### src/rtl/mem_arbiter_pkg.sv
// Shared address map, slave indices and master FSM encoding for the
// two-master / four-slave memory arbiter.
package mem_arbiter_pkg;

  localparam int NSLV = 4;

  localparam int SLV_IRAM  = 0;
  localparam int SLV_DRAM  = 1;
  localparam int SLV_UART  = 2;
  localparam int SLV_TIMER = 3;

  localparam logic [31:0] iram_base_addr  = 32'h0010_0000;
  localparam logic [31:0] iram_top_addr   = 32'h0010_8000;
  localparam logic [31:0] dram_base_addr  = 32'h0020_0000;
  localparam logic [31:0] dram_top_addr   = 32'h0020_8000;
  localparam logic [31:0] uart_base_addr  = 32'h1000_0000;
  localparam logic [31:0] uart_top_addr   = 32'h1000_0100;
  localparam logic [31:0] timer_base_addr = 32'h1000_1000;
  localparam logic [31:0] timer_top_addr  = 32'h1000_1100;

  localparam logic [NSLV-1:0][31:0] slv_base_addr = {
    timer_base_addr, uart_base_addr, dram_base_addr, iram_base_addr
  };
  localparam logic [NSLV-1:0][31:0] slv_top_addr = {
    timer_top_addr, uart_top_addr, dram_top_addr, iram_top_addr
  };

  typedef enum logic [1:0] {
    M_IDLE = 2'd0,
    M_PEND = 2'd1,
    M_BUSY = 2'd2,
    M_ERR  = 2'd3
  } mst_state_e;

  typedef struct packed {
    logic       hit;
    logic [1:0] idx;
  } dec_t;

  // Later slaves overwrite earlier matches, giving timer > uart > dram > iram.
  function automatic dec_t addr_decode(input logic [31:0] addr);
    dec_t res;
    res = '0;
    for (int k = 0; k < NSLV; k++) begin
      if (addr >= slv_base_addr[k] && addr < slv_top_addr[k]) begin
        res.hit = 1'b1;
        res.idx = 2'(k);
      end
    end
    return res;
  endfunction

endpackage

### src/rtl/mem_arbiter_rr_arb2.sv
// Two-request round-robin arbiter with its own last-grant bit; grants only
// while the owning slave is free (en).
module rr_arb2 (
  input  logic       clk_pll,
  input  logic       rst,
  input  logic       en,
  input  logic [1:0] req,
  output logic [1:0] gnt
);

  logic last_q;
  logic last_d;

  always_comb begin
    gnt    = 2'b00;
    last_d = last_q;
    if (en) begin
      if (req == 2'b11) begin
        gnt = last_q ? 2'b01 : 2'b10;
      end else begin
        gnt = req;
      end
      if (|gnt) begin
        last_d = gnt[1];
      end
    end
  end

  always_ff @(posedge clk_pll) begin
    if (!rst) begin
      last_q <= 1'b0;
    end else begin
      last_q <= last_d;
    end
  end

endmodule

### src/rtl/mem_arbiter.sv
// Routes instruction/data master requests to iram/dram/uart/timer, holding
// each slave for one master until it responds and buffering blocked requests.
module mem_arbiter
  import mem_arbiter_pkg::*;
(
  input  logic                  clk_pll,
  input  logic                  rst,
  input  logic [1:0]            m_valid,
  input  logic [1:0]            m_instr,
  input  logic [1:0][31:0]      m_addr,
  input  logic [1:0][31:0]      m_wdata,
  input  logic [1:0][3:0]       m_wstrb,
  output logic [1:0][31:0]      m_rdata,
  output logic [1:0]            m_ready,
  output logic [NSLV-1:0]       s_valid,
  output logic [NSLV-1:0]       s_instr,
  output logic [NSLV-1:0][31:0] s_addr,
  output logic [NSLV-1:0][31:0] s_wdata,
  output logic [NSLV-1:0][3:0]  s_wstrb,
  input  logic [NSLV-1:0][31:0] s_rdata,
  input  logic [NSLV-1:0]       s_ready
);

  mst_state_e [1:0] state_q;
  mst_state_e [1:0] state_d;

  logic [1:0]       buf_instr_q, buf_instr_d;
  logic [1:0][31:0] buf_addr_q, buf_addr_d;
  logic [1:0][31:0] buf_wdata_q, buf_wdata_d;
  logic [1:0][3:0]  buf_wstrb_q, buf_wstrb_d;

  logic [NSLV-1:0]  own_vld_q, own_vld_d;
  logic [NSLV-1:0]  own_id_q, own_id_d;

  logic [1:0]       sel_instr;
  logic [1:0][31:0] sel_addr;
  logic [1:0][31:0] sel_wdata;
  logic [1:0][3:0]  sel_wstrb;
  dec_t [1:0]       dec;
  logic [1:0]       req_act;

  logic [NSLV-1:0][1:0] slv_req;
  logic [NSLV-1:0][1:0] gnt;
  logic [1:0]           win;
  logic [1:0]           resp;

  // A pending master presents its buffered request; otherwise the live inputs.
  always_comb begin
    for (int m = 0; m < 2; m++) begin
      if (state_q[m] == M_PEND) begin
        sel_instr[m] = buf_instr_q[m];
        sel_addr[m]  = buf_addr_q[m];
        sel_wdata[m] = buf_wdata_q[m];
        sel_wstrb[m] = buf_wstrb_q[m];
      end else begin
        sel_instr[m] = m_instr[m];
        sel_addr[m]  = m_addr[m];
        sel_wdata[m] = m_wdata[m];
        sel_wstrb[m] = m_wstrb[m];
      end
      dec[m]     = addr_decode(sel_addr[m]);
      req_act[m] = dec[m].hit &&
                   ((state_q[m] == M_IDLE && m_valid[m]) || state_q[m] == M_PEND);
    end
  end

  generate
    for (genvar gi = 0; gi < NSLV; gi++) begin : g_slv
      assign slv_req[gi] = {req_act[1] && (dec[1].idx == 2'(gi)),
                            req_act[0] && (dec[0].idx == 2'(gi))};

      rr_arb2 u_arb (
        .clk_pll (clk_pll),
        .rst     (rst),
        .en      (!own_vld_q[gi]),
        .req     (slv_req[gi]),
        .gnt     (gnt[gi])
      );
    end
  endgenerate

  always_comb begin
    s_valid     = '0;
    s_instr     = '0;
    s_addr      = '0;
    s_wdata     = '0;
    s_wstrb     = '0;
    m_ready     = '0;
    m_rdata     = '0;
    own_vld_d   = own_vld_q;
    own_id_d    = own_id_q;
    win         = '0;
    resp        = '0;
    state_d     = state_q;
    buf_instr_d = buf_instr_q;
    buf_addr_d  = buf_addr_q;
    buf_wdata_d = buf_wdata_q;
    buf_wstrb_d = buf_wstrb_q;

    for (int k = 0; k < NSLV; k++) begin
      if (|gnt[k]) begin
        s_valid[k]     = 1'b1;
        s_instr[k]     = sel_instr[gnt[k][1]];
        s_addr[k]      = sel_addr[gnt[k][1]] ^ slv_base_addr[k];
        s_wdata[k]     = sel_wdata[gnt[k][1]];
        s_wstrb[k]     = sel_wstrb[gnt[k][1]];
        own_vld_d[k]   = 1'b1;
        own_id_d[k]    = gnt[k][1];
        win[gnt[k][1]] = 1'b1;
      end
      // Grant needs owner = none and a response needs an owner, so these never overlap.
      if (s_ready[k] && own_vld_q[k]) begin
        m_ready[own_id_q[k]] = 1'b1;
        m_rdata[own_id_q[k]] = s_rdata[k];
        resp[own_id_q[k]]    = 1'b1;
        own_vld_d[k]         = 1'b0;
      end
    end

    for (int m = 0; m < 2; m++) begin
      case (state_q[m])
        M_IDLE: begin
          if (m_valid[m]) begin
            if (!dec[m].hit) begin
              state_d[m] = M_ERR;
            end else if (win[m]) begin
              state_d[m] = M_BUSY;
            end else begin
              state_d[m]     = M_PEND;
              buf_instr_d[m] = m_instr[m];
              buf_addr_d[m]  = m_addr[m];
              buf_wdata_d[m] = m_wdata[m];
              buf_wstrb_d[m] = m_wstrb[m];
            end
          end
        end
        M_PEND: begin
          if (win[m]) begin
            state_d[m] = M_BUSY;
          end
        end
        M_BUSY: begin
          if (resp[m]) begin
            state_d[m] = M_IDLE;
          end
        end
        M_ERR: begin
          m_ready[m] = 1'b1;
          m_rdata[m] = '0;
          state_d[m] = M_IDLE;
        end
        default: state_d[m] = M_IDLE;
      endcase
    end
  end

  always_ff @(posedge clk_pll) begin
    if (!rst) begin
      for (int m = 0; m < 2; m++) begin
        state_q[m] <= M_IDLE;
      end
      buf_instr_q <= '0;
      buf_addr_q  <= '0;
      buf_wdata_q <= '0;
      buf_wstrb_q <= '0;
      own_vld_q   <= '0;
      own_id_q    <= '0;
    end else begin
      state_q     <= state_d;
      buf_instr_q <= buf_instr_d;
      buf_addr_q  <= buf_addr_d;
      buf_wdata_q <= buf_wdata_d;
      buf_wstrb_q <= buf_wstrb_d;
      own_vld_q   <= own_vld_d;
      own_id_q    <= own_id_d;
    end
  end

endmodule

### config.mk
export PLATFORM = sky130hd
export DESIGN_NAME = mem_arbiter
export DESIGN_NICKNAME = d
export VERILOG_FILES = /design/src/rtl/mem_arbiter_pkg.sv /design/src/rtl/mem_arbiter_rr_arb2.sv /design/src/rtl/mem_arbiter.sv
export SDC_FILE = /design/constraint.sdc
export NUM_CORES = 1
export LEC_CHECK = 0
export CAP_MARGIN = 10
export CORE_AREA = 2 2 244 246
export CTS_CLUSTER_SIZE = 28
export DETAILED_ROUTE_END_ITERATION = 8
export DIE_AREA = 0 0 246 248
export SYNTH_ARGS = -nofsm -noshare
export SYNTH_HDL_FRONTEND = slang
export SYNTH_HIERARCHICAL = 1
export SYNTH_SLANG_ARGS = --single-unit
export TNS_END_PERCENT = 5
### constraint.sdc
create_clock -name clk_pll -period 4.05 [get_ports clk_pll]
set_clock_uncertainty 0.05 [all_clocks]
set_input_delay 0.6075 -clock clk_pll [delete_from_list [all_inputs] [get_ports clk_pll]]
set_output_delay 0.6075 -clock clk_pll [all_outputs]
set_load 0.01 [all_outputs]
==> out/summary.txt, run 1 <==
Final min period -> 4.03 ns
CP max-delay cell -> clkdlybuf4s50_1
Main flop type after synthesis -> dfxtp_1
Max-slew headroom -> 0.238
Placer Congestion -> 0.988
Initial Util -> 0.195
Crit. End Element -> output pin
Clk slew on worst S/H paths -> 0.06 ns
Routed wire per std cell -> 25.5 µm
Leak -> 9.05 nW
Cell Area, Synth -> 0.0114 mm²
Clk buf depth -> 2
Data arrival time of the worst path -> 3.37 ns
Critical path buffers and inverters -> 7
Seq/Total Area, Yosys -> 0.270
Worst setup path category -> primary input to output pin
Via count -> 15900
Clock net sink count -> 154
CP Max Fanout -> 4
Avg Cell Area, Syn -> 7.69 µm²
Net total in the final layout -> 2482
Share of layout cells above drive strength 1 -> 0.285
CP startpoint -> m_addr[11]
Post-route cell area -> 0.0206 mm²
Worst skew pair latency -> 0.46 ns
Critical path required time -> 3.39 ns
DR iter-0 viols -> 968
Dpl cell area -> 0.0197 mm²
Yosys cell types -> 49
Routed WL -> 76500 µm
Hold Path Class -> flip-flop to flip-flop
CTS root buf -> clkbuf_16
Final hold vios -> 0
Vias in the first global route -> 15700
Final hold slack -> 0.404 ns
End-of-flow core utilization -> 0.353
CORE AREA -> 0.0585 mm²
Pwr Density -> 217 mW/mm²
Worst setup SP type -> primary input
Footprint of the multi-input gates -> 0.00818 mm²
Worst setup margin -> 0.0181 ns
Grt ovf -> 0
H-tree Lvls -> 4
Overall Global Routing Usage -> 0.236
Post-synth EDFFs -> 0
VDD IR-drop max -> 0.228 mV
Place WS -> -0.873 ns
Post-route clock period utilization -> 0.996
Max Fclk -> 248 MHz
Status -> complete, no violations
Initial antenna violation count -> 17
Die Height -> 248 µm
Post-DP HPWL -> 55900 µm
Syn Inst Count -> 1483
Hold path start -> buf_wdata_q[38]
Number of max-cap violations -> 0
Syn_nets -> 1757
YS warnings -> 6
Row count -> 89
DRT Pass-1 Iters -> 7
I/O pin count -> 620
Worst path cell trace -> clkdlybuf4s50_1 -> nor4_4 -> buf_4 -> nand3_1 -> a21boi_2 -> nand3_2 -> nor2_2 -> buf_4 -> a21oi_4 -> buf_4 -> buf_4 -> buf_4 -> or2_2 -> dlygate4sd2_1
# DRC -> 0
Num CTS Buffers -> 17
Die Area -> 0.0610 mm²
Area growth syn-to-layout -> 80.7%
Post-route ant nets -> 0
Worst-margin pin slew -> 1.14 ns
Synth Register Bits -> 154
Ys async rst share -> 0
CTS tree -> done
First-pass GRT wire length -> 106000 µm
Number of fill cells in the layout -> 6168
Storage element area -> 0.00308 mm²
Via density -> 5.29
Largest net degree at the start of global routing -> 127
Worst r2r src -> state_q[1]
CP peak stage delay -> 0.45 ns
IO Port Bufs -> 619
Top delay family on crit path -> buffers and inverters
# setup viols final -> 0
Most numerous cell on the critical path -> buf_4
RSZ-0062 raised after global routing -> yes
Final slew viol count -> 0
Width of the die -> 246 µm
[worst reg2reg max path, stage by stage, from the launching register on]
cell and delay [ns]:
dfxtp_1 0.46, nand2b_4 0.29, nand4_1 0.14, a21oi_2 0.16, buf_6 0.14, nand3_4 0.11, nor3b_4 0.25, nand2_2 0.12
buf_4 0.15, buf_4 0.12, buf_4 0.12, buf_4 0.12, buf_4 0.12, buf_4 0.12, buf_4 0.13, buf_4 0.12
buf_4 0.12, buf_4 0.13, buf_4 0.12, buf_4 0.12, buf_4 0.12, buf_4 0.12, buf_4 0.12, buf_4 0.12
a31o_1 0.21
[cells by family (layout without fill, tap and decap cells)]
logic type / Yosys count / count (layout) / share of synthesized area
AOI/OAI and AO/OA: 438 / 438 / 0.255
xor gates and xnor gates: 2 / 2 / 0.00154
buffers and inverters: 175 / 910 / 0.0649
DFF: 154 / 154 / 0.270
muxes: 251 / 251 / 0.223
other: 0 / 11 / 0
and+or+nand+nor: 463 / 463 / 0.185
[layout by cell type (no fill, tap or decap), types with 27 or more instances in the layout]
cell | synthesis | layout
o22ai_2 | 0 | 42
buf_4 | 5 | 189
nor3_1 | 72 | 69
dfxtp_1 | 154 | 153
nand2_1 | 249 | 245
mux2i_1 | 246 | 245
a221oi_1 | 65 | 65
nor2_1 | 41 | 34
clkdlybuf4s50_1 | 0 | 317
o22ai_1 | 322 | 277
buf_2 | 10 | 191
buf_12 | 0 | 35
and3_1 | 32 | 31
clkbuf_2 | 0 | 27
[path summary, 6_finish.rpt]
| check | end | slack, ns | depth (start not counted) |
|---|---|---|---|
| setup / recovery | s_valid[3] | 0.02 | 14 |
| hold / removal | buf_wdata_q[38] | 0.40 | 2 |
| setup reg to reg | g_slv[0].u_arb/last_q | 0.02 | 24 |
| hold reg to reg | buf_wdata_q[38] | 0.40 | 2 |
[routing by layer]
layer / global-route usage / wire (µm) / vias up
met1: 0.266 / 28700 / 7569
li1: - / - / 7158
met4: 0.119 / 4060 / 8
met5: 0 / 58 / -
met2: 0.413 / 37200 / 948
met3: 0.0580 / 6420 / 184
[cells in the mapped netlist, types with 2 or more instances]
cell type    n  share of area
inv_1       12         0.0039
o211a_1      4         0.0035
nor3_1      72          0.032
nor2_1      41          0.013
and2_1       3         0.0016
and3_1      32          0.018
nor2b_1      2         0.0011
nand2b_1    14         0.0077
nor3b_1      3         0.0020
buf_4        5         0.0033
nor4_1      14         0.0077
a221oi_1    65          0.050
clkbuf_1   130          0.043
buf_6        7         0.0069
mux2i_1    246           0.22
dfxtp_1    154           0.27
and4b_1      4         0.0035
clkinv_1     3        0.00099
mux2i_4      2         0.0039
nand2_1    249          0.082
or2_2        5         0.0027
a31o_1       4         0.0031
buf_1        7         0.0023
nor4b_1      3         0.0023
a31o_2       2         0.0015
o22ai_1    322           0.18
nand4_1      7         0.0038
nand3_1     11         0.0048
o21ai_0      7         0.0031
a21boi_0     4         0.0026
buf_2       10         0.0044
a21oi_1     22         0.0096
[power breakdown]
part / switching [W] / total (W) / internal (W)
Clock: 0.000708 / 0.00175 / 0.00104
Combinational: 0.000643 / 0.00119 / 0.000542
Sequential: 0.0000158 / 0.00154 / 0.00153
[final cells by class]
| class | instances | area share |
|---|---|---|
| Clock inverter | 11 | 0.00831 |
| Multi-Input combinational cell | 1154 | 0.397 |
| Antenna cell | 11 | 0.00133 |
| Timing Repair Buffer | 865 | 0.373 |
| Sequential cell | 154 | 0.150 |
| Inverter | 16 | 0.00315 |
| Clock buffer | 18 | 0.0213 |
| Tap cell | 773 | 0.0469 |
[per-stage QoR]
stage	TNS, ns	total power, W	std cells
2_1_floorplan	0	0.00206	1483
3_3_place_gp	-261.27	0.00269	2909
3_5_place_dp	-276.33	0.00270	2909
4_1_cts	-0.851	0.00449	2985
5_1_grt	-1.79	0.00464	3001
6_report	0	0.00448	3002
[sequential cells by signal, indices dropped and copies added (netlist names)]
name / cells
buf_addr_q: 64
state_q: 4
g_slv.u_arb/last_q: 4
own_vld_q: 4
buf_wstrb_q: 8
buf_instr_q: 2
buf_wdata_q: 64
own_id_q: 4
[repair_timing]
| item | in CTS | in global routing |
|---|---|---|
| setup endpoints to repair | 394 | 348 |
| hold buffers | 0 | 0 |
| buffers inserted | 39 | 5 |
| gates resized for setup | 1044 | 100 |
| pin swaps | 17 | 16 |
| cloned | 9 | 1 |
Note: power is estimated with default switching activity, not from simulation.
==> inputs of run 2 (changes only) <==
--- a/config.mk
+++ b/config.mk
@@ -9,2 +9,3 @@
 export CORE_AREA = 2 2 244 246
+export CTS_CLUSTER_DIAMETER = 200
 export CTS_CLUSTER_SIZE = 28
@@ -12,2 +13,3 @@
 export DIE_AREA = 0 0 246 248
+export HOLD_SLACK_MARGIN = 0.05
 export SYNTH_ARGS = -nofsm -noshare
==> constraint.sdc (replaced) <==
create_clock -name clk_pll -period 4.05 [get_ports clk_pll]
set_clock_uncertainty 0.05 [all_clocks]
set_input_delay 0.81 -clock clk_pll [delete_from_list [all_inputs] [get_ports clk_pll]]
set_output_delay 0.81 -clock clk_pll [all_outputs]
set_load 0.01 [all_outputs]
==> run 2 against run 1 <==
  * The flow now finishes with violations (setup timing)
  * Fmax decreased by 4.3%
  * First-iteration DRC count increased by 9.8%
  * Worst setup slack got worse by 0.18 ns
  * Clock power increased by 7%
  * Global-route usage decreased by 0.24 points
  * Combinational power about the same
  * Utilization increased by 1.0 points
  * Sequential cell count unchanged
  * Total power increased by 3.5%
  * Critical endpoint is now s_addr[104]
  * Largest cell class unchanged
==> out/summary.txt, run 2 (synthesized netlist as in run 1, its figures left out) <==
Post-route ant nets -> 0 (unchanged)
Largest regs -> buf_addr_q x64, buf_wdata_q x64, buf_wstrb_q x8 (unchanged)
Routed wire per std cell -> 25.8 µm (was 25.5 µm)
Vias in the first global route -> 15600 (was 15700)
Place WS -> -1.26 ns (was -0.873 ns)
Initial antenna violation count -> 22 (was 17)
Net total in the final layout -> 2476 (was 2482)
Row count -> 89 (unchanged)
R2R Path End -> buf_wdata_q[26] (was g_slv[0].u_arb/last_q)
Number of fill cells in the layout -> 6049 (was 6168)
DR iter-0 viols -> 1063 (was 968)
Hold EP -> buf_wdata_q[35] (was buf_wdata_q[38])
Worst-margin pin slew -> 1.02 ns (was 1.14 ns)
Critical path required time -> 3.19 ns (was 3.39 ns)
Worst setup SP type -> primary input (unchanged)
Status -> complete, but fails checks (was complete, no violations)
Worst setup margin -> -0.164 ns (was 0.0181 ns)
Total Power -> 0.00463 W (was 0.00448 W)
Num CTS Buffers -> 17 (unchanged)
Worst path cell trace -> buf_8 -> nor3_4 -> buf_6 -> nand4_1 -> mux2i_1 -> buf_4 -> and2_4 -> buf_6 -> nand2_4 -> nor2_4 -> nand2_2 -> a21oi_4 -> nand2b_4 -> buf_4 -> buf_6 -> buf_8 -> o22ai_2 -> buf_2 (was clkdlybuf4s50_1 -> nor4_4 -> buf_4 -> nand3_1 -> a21boi_2 -> nand3_2 -> nor2_2 -> buf_4 -> a21oi_4 -> buf_4 -> buf_4 -> buf_4 -> or2_2 -> dlygate4sd2_1)
Worst r2r src -> buf_addr_q[56] (was state_q[1])
RSZ-0062 raised after global routing -> yes (unchanged)
Post-route clock period utilization -> 1.04 (was 0.996)
Final slew viol count -> 0 (unchanged)
Via count -> 15900 (about the same)
CTS tree -> done (unchanged)
VDD IR-drop max -> 0.303 mV (was 0.228 mV)
Placer Congestion -> 0.976 (was 0.988)
Final min period -> 4.21 ns (was 4.03 ns)
DRT Pass-1 Iters -> 5 (was 7)
Most numerous cell on the critical path -> buf_6 (was buf_4)
Largest net degree at the start of global routing -> 133 (was 127)
Max Fclk -> 237 MHz (was 248 MHz)
Clock net sink count -> 154 (unchanged)
Worst setup path category -> primary input to output pin (unchanged)
# setup viols final -> 187 (was 0)
Post-route cell area -> 0.0212 mm² (was 0.0206 mm²)
Final hold vios -> 0 (unchanged)
Dpl cell area -> 0.0198 mm² (was 0.0197 mm²)
I/O pin count -> 620 (unchanged)
Max-slew headroom -> 0.299 (was 0.238)
Die Area -> 0.0610 mm² (unchanged)
Most frequent cells in the layout -> clkdlybuf4s50_1 (299), mux2i_1 (246), nand2_1 (243), o22ai_1 (229), buf_2 (177) (was clkdlybuf4s50_1 (317), o22ai_1 (277), mux2i_1 (245), nand2_1 (245), buf_2 (191))
Hold Path Stages -> 2 (unchanged)
CP Max Fanout -> 12 (was 4)
Initial Util -> 0.195 (unchanged)
Hold path start -> buf_wdata_q[35] (was buf_wdata_q[38])
Storage element area -> 0.00308 mm² (about the same)
Data arrival time of the worst path -> 3.35 ns (was 3.37 ns)
Die Height -> 248 µm (unchanged)
Crit. End Element -> output pin (unchanged)
CTS root buf -> clkbuf_16 (unchanged)
Number of max-cap violations -> 0 (unchanged)
Clk slew on worst S/H paths -> 0.06 ns (about the same)
Leading cell type in the layout, fill and taps excluded -> clkdlybuf4s50_1 (unchanged)
Via density -> 5.31 (was 5.29)
Failing checks -> setup timing
Overall Global Routing Usage -> 0.233 (was 0.236)
# hold bufs at CTS -> 0 (unchanged)
R2R setup slack -> 0.16 ns (was 0.02 ns)
Area growth syn-to-layout -> 85.9% (was 80.7%)
Clk buf depth -> 2 (unchanged)
Worst skew pair latency -> 0.46 ns (about the same)
R2R cell count -> 20 (was 24)
CORE AREA -> 0.0585 mm² (unchanged)
Inst Count DP -> 2905 (was 2909)
Routed WL -> 77400 µm (was 76500 µm)
Fin cells -> 3001 (was 3002)
Share of layout cells above drive strength 1 -> 0.328 (was 0.285)
Width of the die -> 246 µm (unchanged)
CP peak stage delay -> 0.24 ns (was 0.45 ns)
# DRC -> 0 (unchanged)
Pwr Density -> 219 mW/mm² (was 217 mW/mm²)
Hold Path Class -> flip-flop to flip-flop (unchanged)
First-pass GRT wire length -> 106000 µm (about the same)
H-tree Lvls -> 4 (unchanged)
Leak -> 9.18 nW (was 9.05 nW)
IO Port Bufs -> 619 (unchanged)
Post-DP HPWL -> 55000 µm (was 55900 µm)
CP max-delay cell -> nand2b_4 (was clkdlybuf4s50_1)
Grt ovf -> 0 (unchanged)
Footprint of the multi-input gates -> 0.00867 mm² (was 0.00818 mm²)
[run 2: area by class of cell]
cell class | count | area share
Clock buffer | 19 | 0.0214
Multi-Input combinational cell | 1154 | 0.409
Tap cell | 773 | 0.0456
Antenna cell | 14 | 0.00165
Timing Repair Buffer | 858 | 0.362
Inverter | 16 | 0.00466
Sequential cell | 154 | 0.145
Timing Repair inverter | 1 | 0.000767
Clock inverter | 12 | 0.00985
[run 2: layer usage]
metal | global-route usage | vias up | share of wire
met2 | 0.404 | 872 | 0.49
met1 | 0.261 | 7731 | 0.38
li1 | - | 7136 | -
met5 | 0 | - | 0.00076
met3 | 0.0509 | 185 | 0.074
met4 | 0.144 | 10 | 0.055
[run 2: per-stage QoR]
step | TNS [ns] | util | hold WS [ns]
finish | -13.39 | 0.363 | 0.408
global route | -44.60 | 0.363 | 0.416
CTS | -11.43 | 0.354 | 0.409
detailed placement | -418.18 | 0.338 | 0.397
global placement | -424.86 | 0.338 | 0.391
floorplan | -1.86 | - | 0.384
[run 2: worst max-delay path, delay by kind of cell]
kind,cells,cell delay [ns]
compound gates,2,0.25
buf+inv,8,1.08
mux,1,0.20
simple gates,7,1.00
[run 2: timing repair]
item                                     CTS  global route
gates resized for setup                 1000           370
pin swaps                                 36            44
setup buffers                             25             8
endpoints found under the setup margin   419           351
cloned                                     8            11
[run 2: worst max-delay path by stage]
| stage | from | endpoint | slack [ns] | cells after the start |
|---|---|---|---|---|
| finish | m_addr[61] | s_addr[104] | -0.16 | 18 |
| global route | m_addr[61] | s_addr[104] | -0.26 | 18 |
| CTS | m_addr[62] | s_addr[28] | -0.11 | 16 |
| detailed placement | m_addr[8] | s_addr[112] | -1.26 | 13 |
| global placement | m_addr[59] | s_addr[112] | -1.32 | 16 |
| floorplan | m_addr[56] | s_addr[40] | -0.09 | 13 |
[run 2: power breakdown]
group,internal [W],switching [W]
logic,0.000547,0.000676
registers,0.00153,0.0000135
clock network,0.00113,0.000737
total,0.00321,0.00143
